`src/rtl/muldiv_ctrl.sv`:
```
// muldiv_ctrl: multi-cycle multiply/divide sequencer and owner of HI/LO.
//
// Accepts MULT/MULTU/DIV/DIVU (aluop codes 6'b0110xx), iterates one bit per
// cycle for WIDTH cycles, then applies signs and writes HI/LO in a single
// fix-up cycle. Stalls MFHI/MFLO while an operation is in flight.
//
// Ports:
//   i_clock    system clock, rising edge
//   i_reset    asynchronous active-high reset
//   i_start    request strobe, sampled only in IDLE
//   i_op       aluop: 011000 MULT, 011001 MULTU, 011010 DIV, 011011 DIVU
//   i_a, i_b   rs / rt operands
//   i_mf_req   MFHI/MFLO in execute
//   i_mf_sel   1 = HI, 0 = LO
//   o_mf_data  combinational HI or LO
//   o_stall    combinational i_mf_req & busy
//   o_busy     registered, operation in flight
//   o_done     registered one-cycle pulse when HI/LO are written
//   o_hi, o_lo architectural HI/LO
//
// state  | meaning
// S_IDLE | waiting for a legal start
// S_CALC | one shift-add / restoring-subtract step per cycle, WIDTH cycles
// S_FIX  | apply signs, write HI/LO, pulse done

module muldiv_ctrl #(
  parameter int WIDTH = 32
) (
  input  logic             i_clock,
  input  logic             i_reset,
  input  logic             i_start,
  input  logic [5:0]       i_op,
  input  logic [WIDTH-1:0] i_a,
  input  logic [WIDTH-1:0] i_b,
  input  logic             i_mf_req,
  input  logic             i_mf_sel,
  output logic [WIDTH-1:0] o_mf_data,
  output logic             o_stall,
  output logic             o_busy,
  output logic             o_done,
  output logic [WIDTH-1:0] o_hi,
  output logic [WIDTH-1:0] o_lo
);

  localparam int CW = (WIDTH > 1) ? $clog2(WIDTH) : 1;
  localparam logic [CW-1:0] LAST_CNT = CW'(WIDTH - 1);

  typedef enum logic [1:0] {
    S_IDLE = 2'd0,
    S_CALC = 2'd1,
    S_FIX  = 2'd2
  } state_t;

  state_t             r_state;
  state_t             w_state_nxt;
  logic [CW-1:0]      r_count;
  logic [CW-1:0]      w_count_nxt;
  logic [2*WIDTH-1:0] r_acc;
  logic [2*WIDTH-1:0] w_acc_nxt;
  logic               r_busy;
  logic               w_busy_nxt;
  logic               r_done;
  logic               w_done_nxt;
  logic [WIDTH-1:0]   r_hi;
  logic [WIDTH-1:0]   w_hi_nxt;
  logic [WIDTH-1:0]   r_lo;
  logic [WIDTH-1:0]   w_lo_nxt;
  logic               w_load;

  // Operation context latched at start.
  logic               r_is_div;
  logic               r_neg_lo;   // negate product (mult) or quotient (div)
  logic               r_neg_hi;   // remainder takes the dividend's sign
  logic               r_dbz;
  logic [WIDTH-1:0]   r_a_raw;    // original dividend, returned in HI on divide-by-zero
  logic [WIDTH-1:0]   r_opnd;     // multiplicand magnitude or divisor magnitude

  // Decode of the incoming request.
  logic               w_legal;
  logic               w_div_op;
  logic               w_sa;
  logic               w_sb;
  logic [WIDTH-1:0]   w_a_mag;
  logic [WIDTH-1:0]   w_b_mag;

  assign w_legal  = (i_op[5:2] == 4'b0110);
  assign w_div_op = i_op[1];
  assign w_sa     = ~i_op[0] & i_a[WIDTH-1];
  assign w_sb     = ~i_op[0] & i_b[WIDTH-1];
  assign w_a_mag  = w_sa ? -i_a : i_a;
  assign w_b_mag  = w_sb ? -i_b : i_b;

  // Multiply step: acc = {partial product, remaining multiplier bits}.
  // The multiplier's LSB selects the add, then everything shifts right.
  logic [WIDTH:0]     w_mul_sum;
  logic [2*WIDTH-1:0] w_mul_nxt;

  assign w_mul_sum = {1'b0, r_acc[2*WIDTH-1:WIDTH]} + (r_acc[0] ? {1'b0, r_opnd} : '0);
  assign w_mul_nxt = {w_mul_sum, r_acc[WIDTH-1:1]};

  // Divide step: acc = {remainder, dividend bits / quotient bits}.
  // The trial remainder is one bit wider than the divisor; when it is >= the
  // divisor the difference always fits back into WIDTH bits.
  logic [WIDTH:0]     w_trial;
  logic [WIDTH-1:0]   w_diff;
  logic               w_ge;
  logic [2*WIDTH-1:0] w_div_nxt;

  assign w_trial   = {r_acc[2*WIDTH-1:WIDTH], r_acc[WIDTH-1]};
  assign w_ge      = (w_trial >= {1'b0, r_opnd});
  assign w_diff    = w_trial[WIDTH-1:0] - r_opnd;
  assign w_div_nxt = {(w_ge ? w_diff : w_trial[WIDTH-1:0]), r_acc[WIDTH-2:0], w_ge};

  // Sign fix-up.
  logic [2*WIDTH-1:0] w_prod_fix;
  logic [WIDTH-1:0]   w_q_fix;
  logic [WIDTH-1:0]   w_r_fix;

  assign w_prod_fix = r_neg_lo ? -r_acc : r_acc;
  assign w_q_fix    = r_neg_lo ? -r_acc[WIDTH-1:0] : r_acc[WIDTH-1:0];
  assign w_r_fix    = r_neg_hi ? -r_acc[2*WIDTH-1:WIDTH] : r_acc[2*WIDTH-1:WIDTH];

  always_comb begin
    w_state_nxt = r_state;
    w_count_nxt = r_count;
    w_acc_nxt   = r_acc;
    w_busy_nxt  = r_busy;
    w_done_nxt  = 1'b0;
    w_hi_nxt    = r_hi;
    w_lo_nxt    = r_lo;
    w_load      = 1'b0;
    case (r_state)
      S_IDLE: begin
        if (i_start && w_legal) begin
          w_state_nxt = S_CALC;
          w_count_nxt = '0;
          w_busy_nxt  = 1'b1;
          w_load      = 1'b1;
          w_acc_nxt   = {{WIDTH{1'b0}}, (w_div_op ? w_a_mag : w_b_mag)};
        end
      end
      S_CALC: begin
        w_acc_nxt = r_is_div ? w_div_nxt : w_mul_nxt;
        if (r_count == LAST_CNT) begin
          w_state_nxt = S_FIX;
        end else begin
          w_count_nxt = r_count + CW'(1);
        end
      end
      S_FIX: begin
        w_state_nxt = S_IDLE;
        w_busy_nxt  = 1'b0;
        w_done_nxt  = 1'b1;
        if (!r_is_div) begin
          w_hi_nxt = w_prod_fix[2*WIDTH-1:WIDTH];
          w_lo_nxt = w_prod_fix[WIDTH-1:0];
        end else if (r_dbz) begin
          w_hi_nxt = r_a_raw;
          w_lo_nxt = '1;
        end else begin
          w_hi_nxt = w_r_fix;
          w_lo_nxt = w_q_fix;
        end
      end
      default: begin
        w_state_nxt = S_IDLE;
        w_busy_nxt  = 1'b0;
      end
    endcase
  end

  always_ff @(posedge i_clock or posedge i_reset) begin
    if (i_reset) begin
      r_state <= S_IDLE;
      r_count <= '0;
      r_acc   <= '0;
      r_busy  <= 1'b0;
      r_done  <= 1'b0;
      r_hi    <= '0;
      r_lo    <= '0;
    end else begin
      r_state <= w_state_nxt;
      r_count <= w_count_nxt;
      r_acc   <= w_acc_nxt;
      r_busy  <= w_busy_nxt;
      r_done  <= w_done_nxt;
      r_hi    <= w_hi_nxt;
      r_lo    <= w_lo_nxt;
    end
  end

  always_ff @(posedge i_clock or posedge i_reset) begin
    if (i_reset) begin
      r_is_div <= 1'b0;
      r_neg_lo <= 1'b0;
      r_neg_hi <= 1'b0;
      r_dbz    <= 1'b0;
      r_a_raw  <= '0;
      r_opnd   <= '0;
    end else if (w_load) begin
      r_is_div <= w_div_op;
      r_neg_lo <= w_sa ^ w_sb;
      r_neg_hi <= w_sa;
      r_dbz    <= w_div_op && (i_b == '0);
      r_a_raw  <= i_a;
      r_opnd   <= w_div_op ? w_b_mag : w_a_mag;
    end
  end

  assign o_mf_data = i_mf_sel ? r_hi : r_lo;
  assign o_stall   = i_mf_req & r_busy;
  assign o_busy    = r_busy;
  assign o_done    = r_done;
  assign o_hi      = r_hi;
  assign o_lo      = r_lo;

endmodule
```
`config.mk`:
```
export PLATFORM = sky130hd
export DESIGN_NAME = muldiv_ctrl
export DESIGN_NICKNAME = d
export VERILOG_FILES = /design/src/rtl/muldiv_ctrl.sv
export SDC_FILE = /design/constraint.sdc
export NUM_CORES = 1
export LEC_CHECK = 0
export CORE_MARGIN = 4
export CORE_UTILIZATION = 35
export DETAILED_ROUTE_END_ITERATION = 7
export GPL_ROUTABILITY_DRIVEN = 0
export GPL_TIMING_DRIVEN = 0
export PLACE_DENSITY = 0.55
export SLEW_MARGIN = 15
export SYNTH_ARGS = -nofsm -noshare
export SYNTH_HDL_FRONTEND = slang
export SYNTH_SLANG_ARGS = --single-unit
```
`constraint.sdc`:
```
create_clock -name i_clock -period 9.5 [get_ports i_clock]
set_input_delay 1.9 -clock i_clock [delete_from_list [all_inputs] [get_ports i_clock]]
set_output_delay 1.9 -clock i_clock [all_outputs]
set_load 0.005 [all_outputs]
```
==> metrics.csv, run 1 <==
stage,metric,value,unit
power_and_ir_drop,Seq pwr share,23.5,%
job,Max Cap Viol,0,
timing,slew margin rel.,29.69,%
die,num rows,80,
die,initial cell density of the core,35.42,%
timing,minimum clock period,5378,ps
critical_path,arrival time at the worst endpoint,3480,ps
min_path,worst min path class,flip-flop to flip-flop,
power_and_ir_drop,VDD IR max,0.1429,mV
drt,metal3 WL,6107,µm
drt,WL met1,31770,µm
synthesis,YS warnings,0,
timing,final setup margin,4122,ps
global_routing,first-pass GRT wire length,107500,µm
clock_tree,# resized after CTS,0,
drt,Iteration-0 DRC Markers,1755,
drt,drt first pass iters,6,
timing,Tcrit/Tclk final,56.61,%
drt,drt drc,0,
global_routing,largest net degree at the start of global routing,109,
critical_path,Critical Path End Type,primary output,
place,number of port buffers,171,
die,Die Width,227.8,µm
power_and_ir_drop,switching pwr,0.003710,W
timing,Finish-stage setup viols,0,
critical_path,worst stage delay on the critical path,500,ps
clock_tree,H-tree levels,1,
critical_path,CP cell instances,clkbuf_1 > buf_1 > mux2_2 > clkdlybuf4s50_1,
drt,Post-Route WL,72370,µm
clock_tree,Max Buffers Root-to-Sink,3,
place,dpl ws,4096,ps
synthesis,top cell type's share of synthesized area,30.33,%
critical_path,data required time of the worst path,7600,ps
clock_tree,worst-skew pair later-pin latency,570,ps
critical_path,Crit Path Class,input pin to primary output,
timing,Clock Skew,11.33,ps
power_and_ir_drop,PwrDens,363.6,nW/µm²
clock_tree,CTS Root Cell,clkbuf_16,
synthesis,top_reg_cell synth,dfrtp_1,
synthesis,Yosys top cell by area,dfrtp_1,
power_and_ir_drop,PnR Total Power,0.007388,W
cells_and_area,Util after Layout,42.55,%
die,I/O pin cnt,174,
cells_and_area,fillers,4847,
critical_path,crit path max fanout,10,
synthesis,post-synthesis area per instance,7.830,µm²
cells_and_area,area grow syn2layout,20.13,%
synthesis,Synth area leaders,"dfrtp_1 30%, nand2_1 6.7%, o21ai_0 5.9%, a21oi_1 5.7%, xor2_1 5.6%",
cells_and_area,share of cells above drive strength 1,4.832,%
power_and_ir_drop,Logic pwr share,62.6,%
power_and_ir_drop,Leakage Power,8.428,nW
synthesis,Synth Register Bits,205,
synthesis,ys async rst share,100.0,%
global_routing,GRT Resource Usage Total,26.56,%
die,die height,227.8,µm
synthesis,post-synth cell types,82,
die,Core ar.,47750,µm²
timing,setup_tns,0,ps
clock_tree,cts bufs inserted,26,
clock_tree,CTS tree,yes,
cells_and_area,nets,2508,
global_routing,vias in the first global route,16820,
synthesis,Post-Syn Area,16910,µm²
synthesis,"EDFF count, synth",0,
drt,DR WL met2,31130,µm
drt,Post-DRT Antenna Nets,0,
timing,Least-Margin Pin Slew,1055,ps
cells_and_area,post-route cell area,20320,µm²
cells_and_area,n_diodes,0,
synthesis,sequential share of the synthesized area,30.33,%
clock_tree,"Clk pin slew, worst setup/hold paths",60,ps
die,die area,51900,µm²
synthesis,Gate Count Post-Synth,2160,
power_and_ir_drop,Clk pwr share,13.9,%
synthesis,most common cell in the synthesized netlist,nand2_1,
synthesis,Mapped Nets,2307,
drt,Vias,17720,
clock_tree,Post-CTS Setup Inserts,0,
clock_tree,CTS Hold Bufs,0,
drt,routed len/inst,24.16,µm
drt,Vias/cell,5.918,
global_routing,final global-route overflow total,0,
timing,Max Fclk,185.9,MHz
power_and_ir_drop,Net Sw Frac,50.21,%
timing,"Slew Viols, Final",0,
timing,RSZ-0062 raised after global routing,no,
clock_tree,CTS sink cnt,205,
outcome,status,completed,
power_and_ir_drop,Int Pwr,0.003678,W
critical_path,kind of start point of the critical path,input pin,
drt,uppermost layer routed,met5,
global_routing,antenna violations before repair,1,
timing,Hold Fails Final Rpt,0,
place,post-place instance area,19440,µm²
place,DP HPWL,58140,µm
critical_path,CP max stage cell,buf_1,
synthesis,Synth top cells by count,"301 x nand2_1, 212 x nor2_1, 205 x dfrtp_1, 199 x o21ai_0, 192 x a21oi_1",
-- layout make-up --
cell class	count	area (µm²)	area share (%)
Buffer	148	568.0	2.796
Clock buffer	35	744.5	3.664
Clock inverter	12	132.6	0.6528
Inverter	68	262.8	1.293
Multi-Input combinational cell	1739	10970	53.97
Sequential cell	205	5130	25.25
Tap cell	615	769.5	3.787
Timing Repair Buffer	173	1744	8.585
-- path summary, 6_finish.rpt --
kind                            start            end  slack [ps]  depth (start not counted)
hold / removal             r_opnd[22]     r_opnd[22]         480                          2
max in group asynchronous     i_reset     r_opnd[17]        6600                          3
min in group asynchronous     i_reset       o_lo[17]        1830                          2
setup / recovery             i_mf_sel  o_mf_data[23]        4120                          4
hold reg to reg            r_opnd[22]     r_opnd[22]         480                          2
setup reg to reg             r_acc[0]      r_acc[56]        4780                         13
-- metal layers --
layer  vias up  track usage, %
met4         2           11.10
met3       146           5.140
met1      8600           36.91
met2       869           40.56
met5         -               0
li1       8106               -
-- power groups by stage --
stage	sequential, W	clock, W	combinational (W)
2_1_floorplan	0.00152	0	0.00300
3_3_place_gp	0.00172	0	0.00447
3_5_place_dp	0.00173	0	0.00450
4_1_cts	0.00172	0.00104	0.00453
5_1_grt	0.00177	0.00107	0.00500
6_report	0.00174	0.00103	0.00462
-- logic make-up (layout without fill, tap and decap cells) --
| family | after synthesis | count (layout) | share of synthesized area [%] |
|---|---|---|---|
| XOR/XNOR | 188 | 188 | 9.736 |
| multiplexers | 92 | 92 | 5.719 |
| AO/OA/AOI/OAI | 664 | 664 | 24.24 |
| flip-flops | 205 | 205 | 30.33 |
| adder cells (fa/ha/maj) | 72 | 72 | 5.415 |
| AND/OR/NAND/NOR | 723 | 723 | 19.69 |
| buffers and inverters | 216 | 436 | 4.868 |
-- sequential cells by signal (all words and copies together), names as in the netlist, 2 cells and up --
name	flops
o_lo	32
r_acc	64
r_count	5
r_state	2
o_hi	32
r_a_raw	32
r_opnd	32
-- worst max-delay path: cells and delay by family --
family	cells	cell delay, ps
mux	1	400
buf+inv	3	1170
-- placed cells by master (no fill, tap or decap), types with 14 or more instances in the layout --
cell,netlist,layout
buf_1,19,19
or4_1,15,15
nand4_1,16,16
nand3_1,25,25
nand2_1,301,301
a21o_1,33,33
inv_1,66,65
clkbuf_1,123,126
mux2_2,37,37
o21ai_0,199,199
mux2i_1,55,55
ha_1,70,70
or3_1,18,18
clkbuf_16,0,26
o41ai_1,14,14
a22oi_1,14,14
o31ai_1,31,31
o211ai_1,22,22
dfrtp_1,205,205
nor2_1,212,212
xor2_1,108,108
nand2b_1,21,21
a211oi_1,43,43
a31oi_1,17,17
xnor2_1,80,80
a21oi_1,192,192
nor3_1,25,25
nor2b_1,17,17
clkdlybuf4s50_1,0,171
nor4_1,21,20
-- stage by stage --
step,hold WS [ps],instances
final,483.3,2995
after global routing,501.0,2995
after CTS,488.4,2995
after detailed placement,475.8,2948
after global placement,466.8,2946
after floorplan,440.4,2160
No activity file was read; power rests on OpenSTA's default activity.
==> run 2, diff against run 1 <==
==> constraint.sdc (replaced) <==
create_clock -name i_clock -period 5.1 [get_ports i_clock]
set_input_delay 1.02 -clock i_clock [delete_from_list [all_inputs] [get_ports i_clock]]
set_output_delay 1.02 -clock i_clock [all_outputs]
set_load 0.005 [all_outputs]
==> run 2 against run 1 <==
  * Setup slack got worse by 3800 ps
  * Global-route usage barely moved
  * Worst hold slack got worse by 2.8 ps
  * Cell count rose by 0.23%
  * Register-to-register slack got worse by 4500 ps
  * Non-clock buffer count is 6 higher
  * Sequential power grew 86%
  * Utilization up 0.22 points
  * Combinational power grew 87%
  * Via count is 0.23% higher
  * Routed wire length barely moved
==> metrics.csv, run 2 (same netlist as run 1, synthesis figures left out) <==
stage,metric,value,unit
timing,slew margin rel.,22.19,%
drt,DR WL met2,31450,µm
critical_path,CP cell instances,inv_1 > clkbuf_1 > nor2_1 > ha_1 > a21o_1 > a21oi_1 > a21oi_1 > nor4b_1 > a21o_1 > a21oi_1 > a311oi_1 > xnor2_1 > a221o_1,
die,Die Width,227.8,µm
die,Core ar.,47750,µm²
timing,Max Fclk,207.3,MHz
die,I/O pin cnt,174,
critical_path,kind of start point of the critical path,flip-flop,
critical_path,crit path max fanout,10,
drt,WL met1,31120,µm
clock_tree,Post-CTS Setup Inserts,0,
clock_tree,CTS Root Cell,clkbuf_16,
power_and_ir_drop,VDD IR max,0.2501,mV
drt,routed len/inst,24.11,µm
global_routing,largest net degree at the start of global routing,36,
cells_and_area,Biggest register,r_acc,
global_routing,vias in the first global route,16830,
clock_tree,H-tree levels,1,
timing,setup_tns,0,ps
power_and_ir_drop,PnR Total Power,0.01371,W
drt,Vias,17760,
job,Max Cap Viol,0,
die,initial cell density of the core,35.42,%
clock_tree,CTS tree,yes,
cells_and_area,"commonest non-fill, non-tap cell in the layout",nand2_1,
timing,minimum clock period,4824,ps
cells_and_area,final std cells w/o fill,3002,
die,die height,227.8,µm
timing,final setup margin,276.1,ps
global_routing,first-pass GRT wire length,107400,µm
critical_path,"most used cell, CP",a21oi_1,
timing,Finish-stage setup viols,0,
critical_path,arrival time at the worst endpoint,5270,ps
critical_path,Worst R2R Path Depth,13,
timing,final hold slack,480.5,ps
clock_tree,# resized after CTS,0,
clock_tree,worst-skew pair later-pin latency,560,ps
clock_tree,"Clk pin slew, worst setup/hold paths",60,ps
timing,Hold Fails Final Rpt,0,
clock_tree,CTS Hold Bufs,0,
cells_and_area,fillers,4874,
clock_tree,CTS sink cnt,205,
drt,Vias/cell,5.917,
timing,Tcrit/Tclk final,94.59,%
drt,uppermost layer routed,met5,
global_routing,antenna violations before repair,2,
cells_and_area,nets,2514,
place,dpl ws,472.4,ps
drt,drt first pass iters,6,
drt,metal3 WL,6590,µm
place,Post-Place Cells,2954,
cells_and_area,"leading cell types in the layout, fill and taps excluded","301 x nand2_1, 212 x nor2_1, 205 x dfrtp_1",
drt,Post-Route WL,72370,µm
critical_path,data required time of the worst path,5550,ps
timing,RSZ-0062 raised after global routing,no,
timing,Clock Skew,9.276,ps
clock_tree,cts bufs inserted,26,
drt,Iteration-0 DRC Markers,1835,
timing,"Slew Viols, Final",0,
timing,Least-Margin Pin Slew,1156,ps
clock_tree,Max Buffers Root-to-Sink,3,
global_routing,final global-route overflow total,0,
place,number of port buffers,171,
outcome,status,completed,
drt,Post-DRT Antenna Nets,0,
die,die area,51900,µm²
power_and_ir_drop,Leakage Power,8.462,nW
global_routing,GRT Resource Usage Total,26.53,%
cells_and_area,share of cells above drive strength 1,4.904,%
critical_path,worst stage delay on the critical path,940,ps
power_and_ir_drop,PwrDens,671.3,nW/µm²
min_path,worst min path class,flip-flop to flip-flop,
place,DP HPWL,58670,µm
critical_path,Critical Path End Type,flip-flop,
critical_path,Crit Path Class,flip-flop to flip-flop,
drt,drt drc,0,
critical_path,CP max stage cell,nor4b_1,
min_path,Worst Hold Path Cells,2,
die,num rows,80,
cells_and_area,max reg flops,64,
cells_and_area,area grow syn2layout,20.75,%
-- run 2: path summary, 6_finish.rpt --
kind                            startpoint          to  slack [ps]
worst max-delay path              r_acc[0]   r_acc[56]         280
worst min-delay path            r_opnd[21]  r_opnd[21]         480
min in group asynchronous          i_reset    o_lo[16]         860
max in group asynchronous          i_reset   r_opnd[6]        3060
worst min register to register  r_opnd[21]  r_opnd[21]         480
worst max register to register    r_acc[0]   r_acc[56]         280
-- run 2: worst max-delay path: cells and delay by family, from the launching register on --
kind | cells | cell delay (ps)
flip-flops | 1 | 540
AO/OA/AOI/OAI | 7 | 1720
XOR/XNOR | 1 | 140
AND/OR/NAND/NOR | 2 | 1030
buffers and inverters | 2 | 870
adder cells (fa/ha/maj) | 1 | 370
-- run 2: report_power, final --
part	internal, W	switching [W]	total, W
Sequential	0.00233	0.000901	0.00323
Combinational	0.00341	0.00521	0.00862
Clock	0.00108	0.000780	0.00186
Total	0.00681	0.00690	0.0137
-- run 2: cell type report --
cell class                      instances  area, µm²  area share, %
Multi-Input combinational cell       1739      10970          53.69
Sequential cell                       205       5130          25.12
Timing Repair Buffer                  179       1879          9.202
Tap cell                              615      769.5          3.768
Clock buffer                           39      759.5          3.719
Buffer                                148      568.0          2.782
Inverter                               68      259.0          1.268
Clock inverter                          8      88.84         0.4350
Antenna cell                            1      2.502        0.01225
-- run 2: metrics by stage --
step / instance area [µm²] / util [%]
floorplan: 16920 / -
global route: 20420 / 42.77
finish: 20420 / 42.77
global placement: 19400 / 40.63
detailed placement: 19570 / 40.99
CTS: 20420 / 42.77
-- run 2: per-layer routing --
metal / GRT usage (%) / vias to the layer above
met5: 0 / -
met2: 40.99 / 874
met4: 10.32 / 2
met1: 36.59 / 8587
met3: 5.427 / 175
li1: - / 8125
